File: src/rtl/fixed_point_divider.sv
// Sequential signed divider: INPUT_WIDTH-bit dividend by DATA_WIDTH-bit divisor,
// radix-2 restoring core, saturating quotient, start/done handshake.
module fixed_point_divider #(
    parameter int DATA_WIDTH  = 16,
    parameter int INPUT_WIDTH = 32
) (
    input  logic                   clk,
    input  logic                   reset,
    input  logic                   start,
    input  logic [INPUT_WIDTH-1:0] dividend,
    input  logic [DATA_WIDTH-1:0]  divisor,
    output logic                   busy,
    output logic [DATA_WIDTH-1:0]  quotient,
    output logic [DATA_WIDTH-1:0]  remainder,
    output logic                   overflow,
    output logic                   div_by_zero,
    output logic                   done
);

    localparam int CW = $clog2(INPUT_WIDTH + 1);
    localparam logic [DATA_WIDTH-1:0]  MAX_POS = {1'b0, {(DATA_WIDTH-1){1'b1}}};
    localparam logic [DATA_WIDTH-1:0]  MIN_NEG = {1'b1, {(DATA_WIDTH-1){1'b0}}};
    localparam logic [INPUT_WIDTH-1:0] LIM_POS = INPUT_WIDTH'(MAX_POS);
    localparam logic [INPUT_WIDTH-1:0] LIM_NEG = INPUT_WIDTH'(MIN_NEG);

    typedef enum logic [1:0] {IDLE, DIVIDE, FINISH} state_t;

    state_t                 state;
    logic [INPUT_WIDTH-1:0] q_reg;
    logic [DATA_WIDTH-1:0]  dsr;
    logic [DATA_WIDTH-1:0]  rem;
    logic [CW-1:0]          count;
    logic                   sign_q;
    logic                   sign_r;
    logic                   dz;

    logic [INPUT_WIDTH-1:0] dvd_abs;
    logic [DATA_WIDTH-1:0]  dsr_abs;
    logic [DATA_WIDTH:0]    shifted;
    logic [DATA_WIDTH:0]    diff;

    // q_reg shifts dividend bits out of its MSB while quotient bits fill its LSB.
    always_comb begin
        dvd_abs = dividend[INPUT_WIDTH-1] ? -dividend : dividend;
        dsr_abs = divisor[DATA_WIDTH-1] ? -divisor : divisor;
        shifted = {rem, q_reg[INPUT_WIDTH-1]};
        diff    = shifted - {1'b0, dsr};
    end

    always_ff @(posedge clk or posedge reset) begin
        if (reset) begin
            state       <= IDLE;
            q_reg       <= '0;
            dsr         <= '0;
            rem         <= '0;
            count       <= '0;
            sign_q      <= 1'b0;
            sign_r      <= 1'b0;
            dz          <= 1'b0;
            busy        <= 1'b0;
            quotient    <= '0;
            remainder   <= '0;
            overflow    <= 1'b0;
            div_by_zero <= 1'b0;
            done        <= 1'b0;
        end else begin
            done <= 1'b0;
            case (state)
                IDLE: begin
                    if (start) begin
                        q_reg  <= dvd_abs;
                        dsr    <= dsr_abs;
                        rem    <= '0;
                        count  <= CW'(INPUT_WIDTH);
                        sign_q <= dividend[INPUT_WIDTH-1] ^ divisor[DATA_WIDTH-1];
                        sign_r <= dividend[INPUT_WIDTH-1];
                        dz     <= (divisor == '0);
                        busy   <= 1'b1;
                        state  <= (divisor == '0) ? FINISH : DIVIDE;
                    end
                end
                DIVIDE: begin
                    // Partial remainder stays below |divisor|, so DATA_WIDTH bits hold it.
                    if (!diff[DATA_WIDTH]) begin
                        rem   <= diff[DATA_WIDTH-1:0];
                        q_reg <= {q_reg[INPUT_WIDTH-2:0], 1'b1};
                    end else begin
                        rem   <= shifted[DATA_WIDTH-1:0];
                        q_reg <= {q_reg[INPUT_WIDTH-2:0], 1'b0};
                    end
                    count <= count - CW'(1);
                    if (count == CW'(1))
                        state <= FINISH;
                end
                FINISH: begin
                    if (dz) begin
                        quotient    <= sign_r ? MIN_NEG : MAX_POS;
                        remainder   <= '0;
                        overflow    <= 1'b0;
                        div_by_zero <= 1'b1;
                    end else begin
                        if (q_reg > (sign_q ? LIM_NEG : LIM_POS)) begin
                            quotient <= sign_q ? MIN_NEG : MAX_POS;
                            overflow <= 1'b1;
                        end else begin
                            quotient <= sign_q ? -q_reg[DATA_WIDTH-1:0] : q_reg[DATA_WIDTH-1:0];
                            overflow <= 1'b0;
                        end
                        remainder   <= sign_r ? -rem : rem;
                        div_by_zero <= 1'b0;
                    end
                    done  <= 1'b1;
                    busy  <= 1'b0;
                    state <= IDLE;
                end
                default: state <= IDLE;
            endcase
        end
    end

endmodule

File: config.mk
export PLATFORM = sky130hd
export DESIGN_NAME = fixed_point_divider
export DESIGN_NICKNAME = d
export VERILOG_FILES = /design/src/rtl/fixed_point_divider.sv
export SDC_FILE = /design/constraint.sdc
export NUM_CORES = 1
export LEC_CHECK = 0
export CORE_MARGIN = 8
export CORE_UTILIZATION = 60
export DETAILED_ROUTE_END_ITERATION = 10
export PLACE_DENSITY = 0.85
export SYNTH_ARGS = -nofsm -noshare
export SYNTH_HDL_FRONTEND = slang
export SYNTH_SLANG_ARGS = --single-unit
File: constraint.sdc
create_clock -name clk -period 6.18 [get_ports clk]
set_clock_uncertainty 0.2 [all_clocks]
set_input_delay 1.236 -clock clk [delete_from_list [all_inputs] [get_ports clk]]
set_output_delay 1.236 -clock clk [all_outputs]
set_load 0.1 [all_outputs]
After elaboration in Yosys (flattened, before gate mapping). Index checks and enable logic that the tools add are counted.

Magnitude comparators: 1. Equal/unequal tests: 5. Bitwise logic cells: 1. Mux-type cells: 28. $add $sub $neg: 6. Reductions and logical operators: 8.

Operator list (count): $mux W16 (11); $mux W32 (2); $pmux W32 S2 (1); $neg A16 Y16 (3); $gt A32 B16 Y1 (1); $neg A32 Y32 (1); $pmux W16 S2 (1); $sub A17 B16 Y17 (1); $logic_not A16 Y1 (1); $pmux W6 S2 (1); $reduce_and A2 Y1 (4); $eq A6 B1 Y1 const B (1); $mux W1 (6); $mux W2 (3); $mux W6 (1); $sub A6 B1 Y6 const B (1); $ne A2 B2 Y1 const B (2); $pmux W2 S2 (1); $reduce_bool A2 Y1 (2); $eq A2 B1 Y1 const B (1); $eq A2 B2 Y1 const B (1); $logic_not A2 Y1 (1); $pmux W1 S2 (1); $xor A1 B1 Y1 (1).

Input port bits: 51. Output and inout port bits: 36. Flip-flop bits (word level): 111.

Longest topological paths before layout. Gate-level depths: netlist of the first run.

Word-level depth: 4. Gate-level depth with buffers: 13.

Worst setup path before layout of the first run. No wires, ideal clock.

Path type: input -> register. Start point: input port dividend[4]. End point: register q_reg[29]. Path buffers: 0. Library setup time: 129 ps. Stages: 8. Setup slack: 2822 ps. Arrival: 3029 ps. Cell sequence: or4_1 nor3_2 nand3_1 nor2b_1 nand2_1 o41ai_1 xor2_1 o21ai_1.

Word-level cells in the longest chain between the ends: 4.

Ends and longest elaborated chain: start: declaration (RTL line 10) `input logic [INPUT_WIDTH-1:0] dividend,`; $neg A32 Y32 (RTL line 44) `dvd_abs = dividend[INPUT_WIDTH-1] ? -dividend : dividend;`; $mux W32 (RTL line 44); $mux W32 (RTL line 70) `if (start) begin`; $pmux W32 S2 (RTL line 68) `case (state)`; end signal: assignment (RTL line 71) `q_reg <= dvd_abs;`; end signal: assignment (RTL line 86) `q_reg <= {q_reg[INPUT_WIDTH-2:0], 1'b1};`; end signal: assignment (RTL line 89) `q_reg <= {q_reg[INPUT_WIDTH-2:0], 1'b0};`; end: declaration (RTL line 29) `logic [INPUT_WIDTH-1:0] q_reg;`.

Every way passes these cells. The select of a mux whose other input is x is not followed. A chain may end at the register's enable or synchronous reset.

Worst setup path in the final report of the first run. Ends and elaborated chain as after synthesis.

==> flow_summary_export.csv, run 1 <==
group,metric,value,unit
outcome,status,"completed",
place,place_ws,1.96,ns
floorplan,die_w,125,microns
floorplan,fp-row-count,40,
setup_path,crit_type,"in2reg",
clocking,h-tree-depth,3,
yosys,synth_area_leader_cell,"dfrtp_1",
setup_path,critPathMaxStageDelay,0.61,ns
pwr,power,5180,uW
setup_path,worstReg2RegStart,"sign_q",
drt,drtPass1Iterations,5,
global_route,grt.total_usage,22.8,%
place,hpwl,12.9,mm
setup_path,cp.required,6.19,ns
global_route,grt_max_degree,73,
layout,layout_commonest_cell,"dfrtp_1",
clocking,clock_latency,0.35,ns
layout,final_util,70.7,%
job,drv_cap,0,
setup_path,cp_max_fo,6,
sta,fin_ws,2.28,ns
drt,routed-via-count,6374,
layout,largest_reg_flops,32,
global_route,antenna_found_initial,0,
setup_path,endpoint_kind,"register",
yosys,synth_cell_types,63,
drt,wl_per_cell,17.5,microns
clocking,cts.sinks,111,
setup_path,cp.arrival,3.90,ns
clocking,cts_resized,0,
clocking,root_buffer,"clkbuf_16",
floorplan,start_util,60.6,%
sta,max_freq,257,MHz
sta,grt_setup_unrepaired,"false",
clocking,cts_buffers,9,
place,place_inst,999,
pwr,power_frac_clock,11.4,%
global_route,first_global_vias,6313,
yosys,synthCells,802,
yosys,syn_nets,892,
pwr,power_density,617,nW/um^2
sta,fin_setup_tns,0,ns
floorplan,die_h,125,microns
floorplan,die_area,15700,sq um
layout,fin_cells,1014,
drt,via_per_inst,6.29,
setup_path,worst_r2r_path_depth,9,
clocking,cts_buffer_depth,2,
sta,hold_viol_final,0,
setup_path,critPathLaunch,"dividend[4]",
sta,worst_pin_slew,1.18,ns
setup_path,r2r-end,"quotient[11]",
place,gp_congestion,0.977,
hold_path,min_path_cells,2,
clocking,postCtsSetupBuffers,0,
setup_path,cp_cell_sequence,"clkdlybuf4s50_1 -> or4_1 -> nor3_2 -> nand3_1 -> nor2b_1 -> nand2_1 -> o41ai_1 -> xor2_1 -> o21ai_1",
sta,setup_viol,0,
yosys,synth_edf_count,0,
floorplan,ios,87,
layout,mostFrequentLayoutCells,"111 x dfrtp_1, 103 x nand2_1, 101 x o21ai_0",
place,numPortBuffers,86,
floorplan,design.core.area,11900,sq um
layout,fin_nets,953,
sta,fin_crit_sh,63.0,%
yosys,synthArstFlopShare,100,%
pwr,ir_drop,251,uV
yosys,ys_seq_elements,111,
layout,diodes,0,
layout,nFillCells,912,
drt,drc,0,
drt,drtIter0Drc,664,
pwr,switchingPower,2710,uW
yosys,synth_area_per_cell,8.97,sq um
sta,final_max_slew_viol_count,0,
setup_path,crit_slowest_cell,"or4_1",
global_route,grt_pass1_wl,30.2,mm
yosys,synth_top_area_share,38.6,%
yosys,ys.flop_type,"dfrtp_1",
clocking,cts_tree,"done",
yosys,seq_area_frac_synth,38.6,%
pwr,seq_power_share,27.9,%
pwr,swShare,52.3,%
yosys,synth.cell_area,7190,sq um
yosys,yosys_warnings,0,
pwr,pwr-share-comb,60.8,%
sta,max_slew_margin,21.4,%
sta,period_minus_slack,3.90,ns
yosys,synth_top_cells_by_area,"dfrtp_1 39%, o21ai_0 7.0%, ha_1 6.6%",
pwr,leakagePower,0.00358,uW
layout,area_delta_synth_final,16.6,%
setup_path,crit_end,"q_reg[29]",
global_route,grt-ovfl-total,0,
layout,drive_gt1_share,4.38,%
clocking,ctsHoldBuffers,0,
setup_path,reg2reg_slack,2.32,ns
drt,wirelength,17.7,mm
setup_path,start_kind,"primary input",
drt,antenna_left,0,
pwr,p_int,2470,uW
clocking,path_clk_slew,0.07,ns
hold_path,hold_path.class,"reg2reg",
final cells by class:
type                            instances  area, sq um  share of cell area, %
Sequential cell                       111         2780                   33.1
Timing Repair Buffer                   89          883                   10.5
Clock buffer                           10          239                   2.85
Inverter                               36          138                   1.64
Clock inverter                          5         57.6                  0.686
Tap cell                              147          184                   2.19
Multi-Input combinational cell        616         4110                   49.0
critical path: cells and delay by family:
| kind | cells | cell delay (ns) |
|---|---|---|
| buf+inv | 1 | 0.46 |
| simple gates | 5 | 1.59 |
| compound gates | 2 | 0.40 |
| xor+xnor | 1 | 0.21 |
power groups by stage:
stage	sequential [uW]	combinational [uW]	clock [uW]
finish	1440	3140	588
global route	1490	3430	621
CTS	1430	3120	591
detailed placement	1450	3080	0
global placement	1420	2980	0
floorplan	2060	1760	0
per-layer routing:
layer  share of wire, %  vias to the layer above  global-route usage (%)
li1                   -                     3054                       -
met5                  0                        -                       0
met2                 48                      221                    38.0
met4                2.3                        0                    8.45
met1                 44                     3066                    28.9
met3                6.1                       33                    3.99
worst min-delay path by stage:
stage / start / to / slack [ns]
3_5_place_dp: busy / busy / 0.26
3_3_place_gp: busy / busy / 0.26
5_1_grt: remainder[0] / remainder[0] / 0.32
2_1_floorplan: dsr[10] / dsr[10] / 0.25
6_report: remainder[0] / remainder[0] / 0.28
4_1_cts: busy / busy / 0.28
cell usage after synthesis, types with 6 or more instances:
master and n:
a21oi_1 26, a221o_1 11, o31ai_1 22, xnor2_1 23, nand2b_1 8, nor4_1 10
nor3_1 22, nand2_1 104, nand3_1 12, o41ai_1 8, a22oi_1 29, a21o_1 7
nor2_1 28, nor2b_1 10, o21ai_0 101, xor2_1 51, ha_1 38, a32oi_1 7
mux2i_1 9, inv_1 36, clkbuf_1 34, or3_1 8, o22ai_1 6, dfrtp_1 111
cell families after synthesis:
group                    count (synthesis)  share of synthesized area [%]
AO/OA/AOI/OAI                          258                           23.6
XOR/XNOR                                75                           9.24
multiplexers                            11                           1.57
flip-flops                             111                           38.6
buffers and inverters                   75                           4.31
adder cells (fa/ha/maj)                 39                           6.89
AND/OR/NAND/NOR                        233                           15.8
through the flow:
stage / cell area, sq um / hold slack, ns
2_1_floorplan: 7190 / 0.250
3_3_place_gp: 8090 / 0.259
3_5_place_dp: 8090 / 0.263
4_1_cts: 8390 / 0.281
5_1_grt: 8390 / 0.315
6_report: 8390 / 0.279
Note: power is estimated with default switching activity, not from simulation.
==> run 2, diff against run 1 <==
- CORE_UTILIZATION: 60 -> 57
- PLACE_DENSITY: 0.85 -> 0.81
- clock period: 6.18 -> 3.6 ns (I/O delays scaled with it)
==> run 2 against run 1 <==
Compared with the run above:
- setup slack worse by 1.9 ns
- sequential cell count stayed put
- register-to-register slack worse by 1.9 ns
- sequential share of layout area is 0.37 points lower
- hold slack hardly changed
- highest routed layer unchanged
- non-clock buffer count is 18 higher
- utilization is 2.7 points lower
- global-route usage is 0.99 points lower
- combinational power is 72% higher
- cell count is 4.3% higher
- power is 71% higher
- wire length is 0.41% higher
==> flow_summary_export.csv, run 2 (synthesis results as in run 1) <==
group,metric,value,unit
outcome,status,"completed",
clocking,cts_buffers,9,
layout,fin_nets,971,
setup_path,cp.arrival,3.29,ns
drt,routed-via-count,6308,
drt,wirelength,17.8,mm
place,hpwl,13.6,mm
setup_path,worstReg2RegStart,"sign_q",
sta,max_freq,307,MHz
pwr,power_density,1040,nW/um^2
pwr,leakagePower,0.00371,uW
global_route,grt_max_degree,44,
clocking,cts_buffer_depth,2,
global_route,first_global_vias,6095,
global_route,grt-ovfl-total,0,
pwr,ir_drop,411,uV
clocking,ctsHoldBuffers,0,
global_route,grt_pass1_wl,29.3,mm
layout,layout_commonest_cell,"dfrtp_1",
pwr,p_int,4230,uW
floorplan,die_h,128,microns
clocking,path_clk_slew,0.07,ns
drt,wl_per_cell,16.8,microns
pwr,swShare,52.3,%
sta,fin_setup_tns,0,ns
drt,drtPass1Iterations,5,
hold_path,holdPathEnd,"dsr[11]",
sta,max_slew_margin,52.5,%
place,gp_congestion,0.909,
job,drv_cap,0,
drt,via_per_inst,5.96,
floorplan,start_util,57.7,%
layout,final_util,68.1,%
clocking,cts_tree,"done",
setup_path,reg2reg_slack,0.37,ns
setup_path,worst_r2r_path_depth,9,
pwr,power_frac_clock,11.1,%
layout,area_delta_synth_final,18.0,%
clocking,cts.sinks,111,
hold_path,hold_start,"dsr[11]",
pwr,pwr-share-comb,61.1,%
place,numPortBuffers,86,
layout,mostFrequentLayoutCells,"111 x dfrtp_1, 104 x nand2_1, 101 x o21ai_0",
pwr,switchingPower,4630,uW
drt,antenna_left,0,
clocking,h-tree-depth,3,
sta,setup_viol,0,
clocking,postCtsSetupBuffers,0,
setup_path,r2r-end,"quotient[14]",
clocking,clock_latency,0.35,ns
clocking,cts_resized,0,
layout,diodes,0,
setup_path,crit_type,"in2reg",
floorplan,fp-row-count,41,
sta,fin_crit_sh,90.5,%
global_route,antenna_found_initial,0,
clocking,root_buffer,"clkbuf_16",
drt,drc,0,
sta,worst_pin_slew,0.713,ns
pwr,seq_power_share,27.8,%
floorplan,die_area,16500,sq um
setup_path,endpoint_kind,"register",
floorplan,design.core.area,12500,sq um
sta,grt_setup_unrepaired,"false",
layout,drive_gt1_share,10.4,%
sta,period_minus_slack,3.26,ns
sta,final_max_slew_viol_count,0,
floorplan,die_w,128,microns
setup_path,cp_max_fo,4,
layout,largest_reg_flops,32,
global_route,grt.total_usage,21.8,%
hold_path,min_path_cells,2,
setup_path,start_kind,"primary input",
sta,hold_viol_final,0,
setup_path,cp.required,3.63,ns
hold_path,hold_path.class,"reg2reg",
drt,drtIter0Drc,496,
floorplan,ios,87,
-- run 2: cell count changes in the layout (fill, tap and decap cells not counted), sizes merged --
cell | previous run | this run
clkbuf | 10 | 11
clkinv | 3 | 2
clkinvlp | 0 | 2
buf | 3 | 57
bufinv | 1 | 0
clkdlybuf4s50 | 86 | 50
-- run 2: power groups by stage --
stage	Combinational, uW	Clock, uW	Sequential, uW
floorplan	3030	0	3540
global placement	5210	0	2420
detailed placement	5380	0	2470
CTS	5410	998	2450
global route	5920	1050	2540
finish	5410	981	2460
-- run 2: cell type report --
cell class                 count  area (sq um)
clock inverter                 5          38.8
multi-input combinational    616          4110
inverter                      36           139
clock buffer                  11           253
tap                          172           215
timing repair buffer         107           953
fill                        1025          3980
sequential                   111          2780
-- run 2: worst max-delay path by stage --
stage,from,endpoint,cells after the start
CTS,rem[0],rem[4],11
detailed placement,dividend[12],q_reg[20],8
floorplan,sign_q,quotient[11],12
global placement,dividend[12],q_reg[29],8
finish,dividend[12],q_reg[20],8
global route,sign_q,quotient[14],9
-- run 2: metal layers --
layer  track usage (%)  vias up  wire (microns)
met3              3.12       25            1020
met4              8.46        0             335
met5                 0        -               0
met1              28.5     3015            7910
met2              35.8      181            8500
li1                  -     3087               -
-- run 2: metrics by stage --
stage | hold WS, ns | power [uW] | cells | setup WS (ns) | instance area, sq um
after floorplan | 0.250 | 6570 | 802 | 0.407 | 7200
after global placement | 0.264 | 7630 | 1042 | 0.169 | 8190
after detailed placement | 0.271 | 7850 | 1042 | 0.0504 | 8190
after CTS | 0.286 | 8850 | 1058 | 0.403 | 8480
after global routing | 0.318 | 9510 | 1058 | 0.120 | 8480
final | 0.279 | 8850 | 1058 | 0.342 | 8480
-- run 2: critical path: stages --
cell and delay (ns):
clkdlybuf4s50_1 0.49, or4_1 0.60, nor4_1 0.41, nand4_1 0.27, buf_4 0.22, o31ai_1 0.29, xor2_1 0.20, o21ai_0 0.09
